<file path="config.mk">
export PLATFORM = sky130hd
export DESIGN_NAME = cpu_memory
export DESIGN_NICKNAME = d
export VERILOG_FILES = /design/src/rtl/cpu_memory.sv
export SDC_FILE = /design/constraint.sdc
export NUM_CORES = 1
export LEC_CHECK = 0
export CAP_MARGIN = 20
export CORE_MARGIN = 2
export CORE_UTILIZATION = 47
export CTS_BUF_LIST = sky130_fd_sc_hd__clkbuf_2 sky130_fd_sc_hd__clkbuf_4 sky130_fd_sc_hd__clkbuf_8
export DETAILED_ROUTE_END_ITERATION = 8
export HOLD_SLACK_MARGIN = 0.02
export PLACE_DENSITY = 0.84
export SYNTH_ARGS = -nofsm -noshare
export SYNTH_HDL_FRONTEND = slang
export SYNTH_SLANG_ARGS = --single-unit
</file>
<file path="constraint.sdc">
create_clock -name clk_i -period 2.1 [get_ports clk_i]
set_clock_uncertainty 0.2 [all_clocks]
set_input_delay 0.525 -clock clk_i [delete_from_list [all_inputs] [get_ports clk_i]]
set_output_delay 0.525 -clock clk_i [all_outputs]
set_load 0.01 [all_outputs]
</file>
<file path="src/rtl/cpu_memory.sv">
// cpu_memory: memory stage of the mox125 pipeline.
// Performs data-memory loads/stores as a Wishbone-classic master, stalls
// execute while an access is outstanding, and hands register writeback to
// the next stage. Non-memory ops pass through with one cycle of latency.
// Optional build macro: CPU_MEMORY_BUS_TIMEOUT_EN (bus-timeout abort with
// a one-cycle bus_error_o pulse).
module cpu_memory #(
   parameter int PCB_WIDTH      = 5,
   parameter int PCB_WA         = 0,
   parameter int PCB_WB         = 1,
   parameter int PCB_RM         = 2,
   parameter int PCB_WM         = 3,
   parameter int TIMEOUT_CYCLES = 255
) (
   input  logic                 clk_i,
   input  logic                 rst_i,
   input  logic                 flush_i,
   input  logic [PCB_WIDTH-1:0] pipeline_control_bits_i,
   input  logic [3:0]           register0_write_index_i,
   input  logic [3:0]           register1_write_index_i,
   input  logic [31:0]          memory_address_i,
   input  logic [31:0]          reg0_result_i,
   input  logic [31:0]          reg1_result_i,
   input  logic [31:0]          mem_result_i,
   input  logic [1:0]           mem_size_i,
   output logic                 stall_o,
   output logic [31:0]          dwb_adr_o,
   output logic [31:0]          dwb_dat_o,
   input  logic [31:0]          dwb_dat_i,
   output logic [3:0]           dwb_sel_o,
   output logic                 dwb_we_o,
   output logic                 dwb_cyc_o,
   output logic                 dwb_stb_o,
   input  logic                 dwb_ack_i,
   output logic                 register_wea_o,
   output logic                 register_web_o,
   output logic [3:0]           register0_write_index_o,
   output logic [3:0]           register1_write_index_o,
   output logic [31:0]          reg0_result_o,
   output logic [31:0]          reg1_result_o,
   output logic                 bus_error_o
);

   typedef enum logic {IDLE = 1'b0, BUS = 1'b1} state_t;

   state_t state_q, state_d;

   // Instruction fields latched at issue; execute may move on once we ack.
   logic        wa_q, wb_q, wa_d, wb_d;
   logic [3:0]  idx0_q, idx1_q, idx0_d, idx1_d;
   logic [31:0] r0_q, r1_q, r0_d, r1_d;
   logic [1:0]  alo_q, alo_d;
   logic [1:0]  size_q, size_d;

   // Next values of the registered outputs.
   logic        cyc_d, stb_d, we_d;
   logic [31:0] adr_d, dat_d;
   logic [3:0]  sel_d;
   logic        wea_d, web_d;
   logic [3:0]  oidx0_d, oidx1_d;
   logic [31:0] or0_d, or1_d;

   logic [3:0]  issue_sel;
   logic [31:0] issue_dat;
   logic [31:0] rd_lane;
   logic        is_mem;

   // Only the WA/WB/RM/WM bits carry meaning here.
   logic        unused_pcb;
   assign unused_pcb = ^pipeline_control_bits_i;

   assign is_mem = pipeline_control_bits_i[PCB_RM] | pipeline_control_bits_i[PCB_WM];

`ifdef CPU_MEMORY_BUS_TIMEOUT_EN
   localparam logic [7:0] TIMEOUT_LIM = TIMEOUT_CYCLES[7:0];
   logic [7:0] tmo_q, tmo_d;
   logic       berr_d;
`endif

   // Big-endian byte selects and lane-replicated store data for the op being issued.
   always_comb begin
      issue_sel = 4'b1111;
      issue_dat = mem_result_i;
      case (mem_size_i)
         2'b00: begin
            issue_sel = 4'b1000 >> memory_address_i[1:0];
            issue_dat = {4{mem_result_i[7:0]}};
         end
         2'b01: begin
            issue_sel = memory_address_i[1] ? 4'b0011 : 4'b1100;
            issue_dat = {2{mem_result_i[15:0]}};
         end
         default: begin
            issue_sel = 4'b1111;
            issue_dat = mem_result_i;
         end
      endcase
   end

   // Zero-extended read lane chosen by the latched size and address bits.
   always_comb begin
      rd_lane = dwb_dat_i;
      case (size_q)
         2'b00: begin
            case (alo_q)
               2'd0:    rd_lane = {24'd0, dwb_dat_i[31:24]};
               2'd1:    rd_lane = {24'd0, dwb_dat_i[23:16]};
               2'd2:    rd_lane = {24'd0, dwb_dat_i[15:8]};
               default: rd_lane = {24'd0, dwb_dat_i[7:0]};
            endcase
         end
         2'b01:   rd_lane = alo_q[1] ? {16'd0, dwb_dat_i[15:0]} : {16'd0, dwb_dat_i[31:16]};
         default: rd_lane = dwb_dat_i;
      endcase
   end

   // Next-state and next-output logic for the IDLE/BUS controller.
   always_comb begin
      state_d = state_q;
      wa_d    = wa_q;
      wb_d    = wb_q;
      idx0_d  = idx0_q;
      idx1_d  = idx1_q;
      r0_d    = r0_q;
      r1_d    = r1_q;
      alo_d   = alo_q;
      size_d  = size_q;
      cyc_d   = dwb_cyc_o;
      stb_d   = dwb_stb_o;
      we_d    = dwb_we_o;
      adr_d   = dwb_adr_o;
      sel_d   = dwb_sel_o;
      dat_d   = dwb_dat_o;
      wea_d   = 1'b0;
      web_d   = 1'b0;
      oidx0_d = register0_write_index_o;
      oidx1_d = register1_write_index_o;
      or0_d   = reg0_result_o;
      or1_d   = reg1_result_o;
`ifdef CPU_MEMORY_BUS_TIMEOUT_EN
      tmo_d   = tmo_q;
      berr_d  = 1'b0;
`endif
      case (state_q)
         IDLE: begin
            if (!flush_i) begin
               if (is_mem) begin
                  wa_d    = pipeline_control_bits_i[PCB_WA];
                  wb_d    = pipeline_control_bits_i[PCB_WB];
                  idx0_d  = register0_write_index_i;
                  idx1_d  = register1_write_index_i;
                  r0_d    = reg0_result_i;
                  r1_d    = reg1_result_i;
                  alo_d   = memory_address_i[1:0];
                  size_d  = mem_size_i;
                  cyc_d   = 1'b1;
                  stb_d   = 1'b1;
                  // RM+WM together resolves to a write.
                  we_d    = pipeline_control_bits_i[PCB_WM];
                  adr_d   = {memory_address_i[31:2], 2'b00};
                  sel_d   = issue_sel;
                  dat_d   = issue_dat;
                  state_d = BUS;
`ifdef CPU_MEMORY_BUS_TIMEOUT_EN
                  tmo_d   = 8'd0;
`endif
               end else begin
                  wea_d   = pipeline_control_bits_i[PCB_WA];
                  web_d   = pipeline_control_bits_i[PCB_WB];
                  oidx0_d = register0_write_index_i;
                  oidx1_d = register1_write_index_i;
                  or0_d   = reg0_result_i;
                  or1_d   = reg1_result_i;
               end
            end
         end
         BUS: begin
            // flush_i is ignored here: the in-flight op is older than the flusher.
            if (dwb_ack_i) begin
               cyc_d   = 1'b0;
               stb_d   = 1'b0;
               we_d    = 1'b0;
               state_d = IDLE;
               wea_d   = wa_q;
               web_d   = wb_q;
               oidx0_d = idx0_q;
               oidx1_d = idx1_q;
               // Stores keep the execute result (push/jsr update $sp).
               or0_d   = dwb_we_o ? r0_q : rd_lane;
               or1_d   = r1_q;
            end else begin
`ifdef CPU_MEMORY_BUS_TIMEOUT_EN
               tmo_d = tmo_q + 8'd1;
               if (tmo_d == TIMEOUT_LIM) begin
                  cyc_d   = 1'b0;
                  stb_d   = 1'b0;
                  we_d    = 1'b0;
                  berr_d  = 1'b1;
                  state_d = IDLE;
               end
`endif
            end
         end
         default: state_d = IDLE;
      endcase
   end

   // State, latched instruction and all registered outputs.
   always_ff @(posedge clk_i) begin
      if (rst_i) begin
         state_q                 <= IDLE;
         stall_o                 <= 1'b0;
         wa_q                    <= 1'b0;
         wb_q                    <= 1'b0;
         idx0_q                  <= 4'd0;
         idx1_q                  <= 4'd0;
         r0_q                    <= 32'd0;
         r1_q                    <= 32'd0;
         alo_q                   <= 2'd0;
         size_q                  <= 2'd0;
         dwb_cyc_o               <= 1'b0;
         dwb_stb_o               <= 1'b0;
         dwb_we_o                <= 1'b0;
         dwb_adr_o               <= 32'd0;
         dwb_sel_o               <= 4'd0;
         dwb_dat_o               <= 32'd0;
         register_wea_o          <= 1'b0;
         register_web_o          <= 1'b0;
         register0_write_index_o <= 4'd0;
         register1_write_index_o <= 4'd0;
         reg0_result_o           <= 32'd0;
         reg1_result_o           <= 32'd0;
      end else begin
         state_q                 <= state_d;
         stall_o                 <= (state_d == BUS);
         wa_q                    <= wa_d;
         wb_q                    <= wb_d;
         idx0_q                  <= idx0_d;
         idx1_q                  <= idx1_d;
         r0_q                    <= r0_d;
         r1_q                    <= r1_d;
         alo_q                   <= alo_d;
         size_q                  <= size_d;
         dwb_cyc_o               <= cyc_d;
         dwb_stb_o               <= stb_d;
         dwb_we_o                <= we_d;
         dwb_adr_o               <= adr_d;
         dwb_sel_o               <= sel_d;
         dwb_dat_o               <= dat_d;
         register_wea_o          <= wea_d;
         register_web_o          <= web_d;
         register0_write_index_o <= oidx0_d;
         register1_write_index_o <= oidx1_d;
         reg0_result_o           <= or0_d;
         reg1_result_o           <= or1_d;
      end
   end

`ifdef CPU_MEMORY_BUS_TIMEOUT_EN
   // Timeout counter and the one-cycle error pulse.
   always_ff @(posedge clk_i) begin
      if (rst_i) begin
         tmo_q       <= 8'd0;
         bus_error_o <= 1'b0;
      end else begin
         tmo_q       <= tmo_d;
         bus_error_o <= berr_d;
      end
   end
`else
   assign bus_error_o = 1'b0;
`endif

endmodule
</file>
== Word level (Yosys, flattened, before mapping) ==
Cells that the tools add are included.

* Bits in registers: 221
* Input port bits: 179

* Equality and inequality tests: 8
* Shift operators: 1
* Muxes and demuxes: 42
* Bitwise operators: 3
* Reduce and logical (&&, ||, !) cells: 6

{| class="wikitable"
|+ Operators with widths
! cell !! count
|-
| one-hot mux 32 bit (2 select lines) || 4
|-
| two-way mux 32 bit || 7
|-
| two-way mux 4 bit || 7
|-
| one-hot mux 4 bit (2 select lines) || 3
|-
| one-hot mux 8 bit (3 select lines) || 1
|-
| two-way mux 16 bit || 1
|-
| two-way mux 1 bit || 14
|-
| one-hot mux 1 bit (2 select lines) || 5
|-
| AND reduction 3 bit || 3
|-
| != test 2 bit, second input constant || 4
|-
| == test 2 x 1 -> 1 bit, second input constant || 3
|-
| logical NOT 2 bit || 3
|-
| right shift 4 x 2 -> 4 bit, first input constant || 1
|-
| == test 2 bit, second input constant || 1
|-
| NOT 1 bit || 2
|-
| OR 1 bit || 1
|}

== Depth between registers and ports, before layout ==
Gate-level depths: netlist (run 1).

* Word-level depth: 6
* Mapped depth: 8

== Least setup slack after synthesis (run 1) ==
OpenSTA, ideal clock, no wires.

* Kind: input to register
* Start: input rst_i
* End: register dwb_stb_o
* Setup time: 0.132 ns
* Arrival: 1.555 ns
* Data required time: 1.768 ns
* Slack: 0.213 ns
* Stages: 5
* Buffers on the path: 4
* Cells stage by stage: clkbuf_1 -> buf_2 -> clkbuf_1 -> clkbuf_1 -> a21oi_1

{| class="wikitable"
|+ RTL lines
! item !! RTL line !! text
|-
| start, declared || 16 || <nowiki>input logic rst_i,</nowiki>
|-
| end signal, assigned || 245 || <nowiki>dwb_stb_o <= stb_d;</nowiki>
|-
| end, declared || 33 || <nowiki>output logic dwb_stb_o,</nowiki>
|}

No word-level cell between the ends.

== Worst setup path in the final report (run 1) ==
* Start: register dwb_we_o
* End: output dwb_we_o

{| class="wikitable"
|+ RTL lines
! item !! RTL line !! text
|-
| start, declared || 31 || <nowiki>output logic dwb_we_o,</nowiki>
|-
| start signal, assigned || 246 || <nowiki>dwb_we_o <= we_d;</nowiki>
|}

No word-level cell between the ends.

==> results of run 1 <==
-- worst paths after layout --
path                           end  slack [ns]  depth (start not counted)
setup reg to reg  reg0_result_o[4]        0.11                          5
hold reg to reg      dwb_adr_o[20]        0.25                          2
hold / removal       dwb_adr_o[20]        0.25                          2
setup / recovery          dwb_we_o        0.05                          1
-- cell families (layout without fill, tap and decap cells) --
| logic type | count (synthesis) | in the layout |
|---|---|---|
| other | 1 | 5 |
| flip-flops | 221 | 221 |
| AND/OR/NAND/NOR | 422 | 422 |
| multiplexers | 64 | 64 |
| AO/OA/AOI/OAI | 316 | 316 |
| buffers and inverters | 121 | 475 |
-- metal layers --
| metal | up-vias | track usage |
|---|---|---|
| met1 | 4484 | 0.324 |
| met2 | 419 | 0.458 |
| met5 | - | 0 |
| li1 | 4658 | - |
| met3 | 95 | 0.0849 |
| met4 | 0 | 0.149 |
-- area by class of cell --
class / instances / area [um^2]
clock inverter: 2 / 37.5
fill: 1616 / 6040
tap: 270 / 338
clock buffer: 61 / 764
timing repair buffer: 401 / 3840
inverter: 11 / 41.3
multi-input combinational: 805 / 4740
antenna: 2 / 5.00
sequential: 221 / 4430
-- tightest hold or removal path: cells and delay by family (launching register included) --
kind / cells / cell delay, ns
compound gates: 1 / 0.05
flops: 1 / 0.30
simple gates: 1 / 0.05
-- registers in the layout, summed over array words and instances (netlist names), 2 cells and up --
register,cells
dwb_dat_o,32
r0_q,32
r1_q,32
reg0_result_o,32
reg1_result_o,32
dwb_adr_o,30
dwb_sel_o,4
idx0_q,4
idx1_q,4
register0_write_index_o,4
register1_write_index_o,4
alo_q,2
size_q,2
-- layout by cell type, fill, tap and decap left out, types with 3 or more instances in the layout --
cell type,Yosys,final
a2111oi_2,16,16
clkdlybuf4s50_1,0,176
nor2_1,103,103
dlygate4sd2_1,0,143
a32o_1,6,6
a211oi_2,34,34
a21oi_1,135,135
a22oi_1,17,17
nor3_1,10,10
o311ai_0,6,6
conb_1,1,3
clkbuf_8,0,50
a211oi_1,16,16
inv_1,11,11
nand2b_1,9,9
o22ai_1,6,6
a2bb2oi_1,6,6
a311oi_1,14,14
mux2i_1,64,64
a221o_1,6,6
clkbuf_4,0,12
dfxtp_1,221,219
nor2b_1,10,9
o21ai_0,19,18
buf_4,9,64
buf_12,0,16
a31o_2,15,15
nand2_1,284,284
-- what timing repair did --
item / CTS / global route
gates resized for setup: 144 / 2
setup buffers: 0 / 3
pin swaps: 0 / 1
setup endpoints to repair: 143 / 8
-- power by group --
group | internal (uW) | total (uW) | switching [uW]
Sequential | 4480 | 4640 | 157
Clock | 2410 | 4080 | 1670
Combinational | 1020 | 2090 | 1080
Total | 7910 | 10800 | 2900
-- through the flow --
stage / total power, uW / cells / cell area [um^2]
6_report: 10800 / 1773 / 14200
5_1_grt: 11300 / 1772 / 14200
4_1_cts: 10900 / 1768 / 14200
3_5_place_dp: 6930 / 1705 / 13500
3_3_place_gp: 6880 / 1705 / 13500
2_1_floorplan: 5770 / 1147 / 9720
==> impl_metrics.csv, run 1 <==
group,metric,value,unit
outcome,status,"finished clean",
logic_synthesis,synthTopCellsByArea,"dfxtp_1 (46%), nand2_1 (11%), a21oi_1 (7.0%), mux2i_1 (6.6%), a211oi_2 (4.4%)",
cts,cts-hold-fix-buffers,0,
logic_synthesis,synth_top_family_by_area,"compound AO/OA/AOI/OAI gates",
critical_path,worst_r2r_startpoint,"size_q[0]",
logic_synthesis,synth_compound_area_frac,0.244,
place,dp_hpwl,21800,um
place,io_buffer_count,321,
routing,vias_per_cell,5.45,
cts,clockBufferDepth,3,
cells_and_area,final_util,0.701,
logic_synthesis,synth_fa_ha_area_frac,0,
power,p_per_area,762,nW/um^2
routing,dr.first_iter.drc_count,570,
logic_synthesis,yosysWarnings,0,
critical_path,cpMaxStageDelayCell,"dfxtp_2",
flow_run,maxCapViolations,0,
critical_path,crit_type,"reg2out",
floorplan,start_util,0.480,
logic_synthesis,synthTopCellsByCount,"nand2_1 (284), dfxtp_1 (221), a21oi_1 (135), nor2_1 (103), mux2i_1 (64)",
critical_path,worst-path-buf-inv,1,
min_path,hold_class,"reg2reg",
grt,grt_use_total,0.278,
logic_synthesis,ys_ff_latch,221,
timing,rsz0062_at_grt,"false",
critical_path,required,1.37,ns
logic_synthesis,synth-simple-area-share,0.173,
cts,clock-root-buffer,"clkbuf_8",
floorplan,die_area,21800,um^2
cells_and_area,syn_to_final_growth,46.1,%
cells_and_area,post_route_cells_drive_above_1_share,0.146,
timing,setup_viol,0,
critical_path,critPathCaptureType,"primary output",
logic_synthesis,yosysTopAreaCell,"dfxtp_1",
logic_synthesis,synthCells,1145,
routing,wl_met1,12200,um
power,power_leakage,0.00582,uW
logic_synthesis,synth-main-ff-cell,"dfxtp_1",
logic_synthesis,ys_seq_area_frac,0.455,
timing,hold_viol,0,
logic_synthesis,synthMuxAreaShare,0.0659,
timing,post-route-period-util,0.977,
routing,wl_per_cell,17.6,um
logic_synthesis,synth.most_common_cell,"nand2_1",
floorplan,io_pins,326,
cells_and_area,final_nets,1656,
critical_path,startpoint,"dwb_we_o",
timing,slew_violations,0,
routing,drtPass1Iterations,5,
critical_path,critical-path-max-stage-delay,0.46,ns
grt,grt_pass1_wl,49000,um
routing,drtAntennaViolNets,0,
timing,setup_tns,0,ns
power,peakVddDrop,525,uV
cts,htreeDepth,2,
cts,clk_pin_slew,0.06,ns
logic_synthesis,synth_cell_type_count,45,
logic_synthesis,syn_avg_cell_area,8.49,um^2
logic_synthesis,synthXorXnorAreaFrac,0,
place,gp_congestion,0.874,
logic_synthesis,synth_area,9720,um^2
routing,dr_total_vias,9656,
timing,setup_slack,0.0482,ns
timing,period_minus_slack,2.05,ns
timing,whs,0.250,ns
floorplan,std_cell_rows,52,
grt,grt_max_degree,157,
routing,topRoutingLayerUsed,"met4",
critical_path,path_cells,"dlygate4sd2_1",
floorplan,die_y,148,um
floorplan,die_w,148,um
critical_path,crit_family,"flip-flops",
critical_path,cp_max_fo,9,
floorplan,core_area,20200,um^2
timing,maxSlewHeadroom,0.460,
cts,numCtsBuffers,37,
critical_path,cp.arrival,1.33,ns
cts,cts.sink_count,221,
logic_synthesis,async_flop_share,0,
grt,antenna_found_initial,2,
routing,postRouteWirelength,31100,um
routing,dr_wl_met2,14700,um
min_path,hp-start,"dwb_adr_o[20]",
grt,grt_overflow_total,0,
logic_synthesis,synth_top_area_frac,0.455,
cts,insertion_delay,0.52,ns
routing,drcViolationCount,0,
timing,worstMarginPinSlew,0.809,ns
place,dp_slack,-0.413,ns
cts,cts_tree,"done",
critical_path,cp-start-kind,"register",
timing,max_freq,487,MHz
routing,wl_met3,2730,um
logic_synthesis,synth_edf_count,0,
grt,first_global_vias,9795,
(Power assumes the default switching activity.)
==> inputs of run 2 (changes only) <==
==> constraint.sdc (replaced) <==
create_clock -name clk_i -period 2.1 [get_ports clk_i]
set_clock_uncertainty 0.2 [all_clocks]
set_input_delay 0.525 -clock clk_i [delete_from_list [all_inputs] [get_ports clk_i]]
set_output_delay 0.525 -clock clk_i [all_outputs]
set_load 0.05 [all_outputs]
==> impl_metrics.csv, run 2 (synthesis gave the netlist of run 1 again) <==
group,metric,value,unit
critical_path,critical-path-max-stage-delay,0.42,ns
critical_path,required,1.37,ns
min_path,hold_path_depth,2,
grt,grt_max_degree,97,
timing,slew_violations,0,
timing,post-route-period-util,0.961,
timing,hold_viol,0,
cells_and_area,final_nets,1651,
floorplan,start_util,0.480,
cts,clockBufferDepth,3,
floorplan,std_cell_rows,52,
cts,insertion_delay,0.52,ns
timing,maxSlewHeadroom,0.454,
routing,drtPass1Iterations,5,
cts,cts_tree,"done",
grt,grt_overflow_total,0,
critical_path,r2r_end,"reg0_result_o[25]",
critical_path,crit_family,"flip-flops",
cells_and_area,multi_input_area,4740,um^2
grt,grt_use_total,0.268,
grt,antenna_found_initial,1,
place,gp_congestion,0.904,
cells_and_area,regArea,4430,um^2
cts,numCtsBuffers,38,
critical_path,cpMaxStageDelayCell,"dfxtp_4",
timing,setup_tns,0,ns
critical_path,rrSetupSlack,0.15,ns
cells_and_area,final_cell_mix,"nand2_1 (284), dfxtp_1 (219), buf_4 (199)",
cells_and_area,n_fill_cell,1539,
critical_path,cp-endpoint,"stall_o",
timing,rsz0062_at_grt,"false",
routing,vias_per_cell,5.45,
cts,clk_pin_slew,0.06,ns
min_path,hold_class,"in2reg",
cells_and_area,syn_to_final_growth,44.5,%
critical_path,worst_r2r_startpoint,"state_q",
routing,drtAntennaViolNets,0,
power,power_leakage,0.00549,uW
routing,dr.first_iter.drc_count,561,
cells_and_area,post_route_cells_drive_above_1_share,0.242,
critical_path,critPathCaptureType,"primary output",
floorplan,die_w,148,um
cells_and_area,final_common_cell,"nand2_1",
critical_path,cp.arrival,1.29,ns
place,io_buffer_count,321,
cells_and_area,finalNonFillerCells,1772,
timing,period_minus_slack,2.02,ns
floorplan,core_area,20200,um^2
grt,first_global_vias,9547,
timing,max_freq,495,MHz
outcome,status,"finished clean",
cts,clock-root-buffer,"clkbuf_8",
place,dp_hpwl,21500,um
flow_run,maxCapViolations,0,
cts,htreeDepth,2,
min_path,hp-start,"rst_i",
grt,grt_pass1_wl,47900,um
place,dpl.cell_count,1701,
power,p_per_area,832,nW/um^2
routing,wl_per_cell,17.2,um
timing,worstMarginPinSlew,0.819,ns
cts,cts.sink_count,221,
routing,drcViolationCount,0,
critical_path,path_cells,"buf_12 > buf_12",
floorplan,io_pins,326,
routing,dr_total_vias,9650,
critical_path,cp_max_fo,16,
routing,postRouteWirelength,30400,um
critical_path,cp-start-kind,"register",
floorplan,die_area,21800,um^2
critical_path,worst-path-stages,2,
power,peakVddDrop,706,uV
critical_path,crit_path_frequent_cell,"buf_12",
critical_path,startpoint,"state_q",
floorplan,die_y,148,um
critical_path,r2r_cells,5,
critical_path,crit_type,"reg2out",
critical_path,worst-path-buf-inv,2,
timing,setup_viol,0,
cts,cts-hold-fix-buffers,0,
## run 2: layer usage
| metal | share of wire | GRT usage | vias to the layer above | routed length, um |
|---|---|---|---|---|
| li1 | - | - | 4653 | - |
| met1 | 0.40 | 0.322 | 4491 | 12000 |
| met2 | 0.47 | 0.442 | 414 | 14200 |
| met3 | 0.092 | 0.0806 | 92 | 2790 |
| met4 | 0.046 | 0.128 | 0 | 1410 |
| met5 | 0 | 0 | - | 0 |
## run 2: per-stage QoR
step	hold slack, ns	utilization	power (uW)	setup WS, ns	instance area, um^2
2_1_floorplan	0.236	-	6370	0.00262	9720
3_3_place_gp	0.241	0.650	7400	-0.367	13200
3_5_place_dp	0.247	0.650	7460	-0.424	13200
4_1_cts	0.0799	0.693	11700	0.0153	14000
5_1_grt	0.0922	0.694	12100	0.0293	14000
6_report	0.110	0.694	11700	0.0812	14000
## run 2: report_power, final
group / internal (uW) / total [uW] / switching, uW / leakage, uW
clock: 2530 / 4290 / 1760 / 0.000454
sequential: 4480 / 4650 / 167 / 0.00181
combinational: 1080 / 2740 / 1670 / 0.00323
## run 2: area by class of cell
| class | instances | area share |
|---|---|---|
| flip-flops and latches | 221 | 0.315 |
| repair buffers | 395 | 0.259 |
| inverters | 11 | 0.00294 |
| well taps | 270 | 0.0241 |
| multi-input cells | 805 | 0.337 |
| clock inverters | 10 | 0.00731 |
| diodes | 1 | 0.000178 |
| clock buffers | 59 | 0.0534 |
## run 2: worst min path at each step
stage               end
6_report       r0_q[16]
5_1_grt        r0_q[16]
4_1_cts        r0_q[16]
3_5_place_dp   r0_q[25]
3_3_place_gp   r1_q[14]
2_1_floorplan   r0_q[0]
## run 2: what timing repair did
action                                  in CTS  in global routing
pin swaps                                    0                  1
endpoints found under the setup margin       2                  9
resized for setup                            3                  3
setup buffers                                0                  1
## run 2: worst register-to-register path, delay by kind of cell, from the launching register on
kind	cells	cell delay, ns
buffers and inverters	2	0.63
AO/OA/AOI/OAI	2	0.53
flip-flops	1	0.42
AND/OR/NAND/NOR	1	0.10
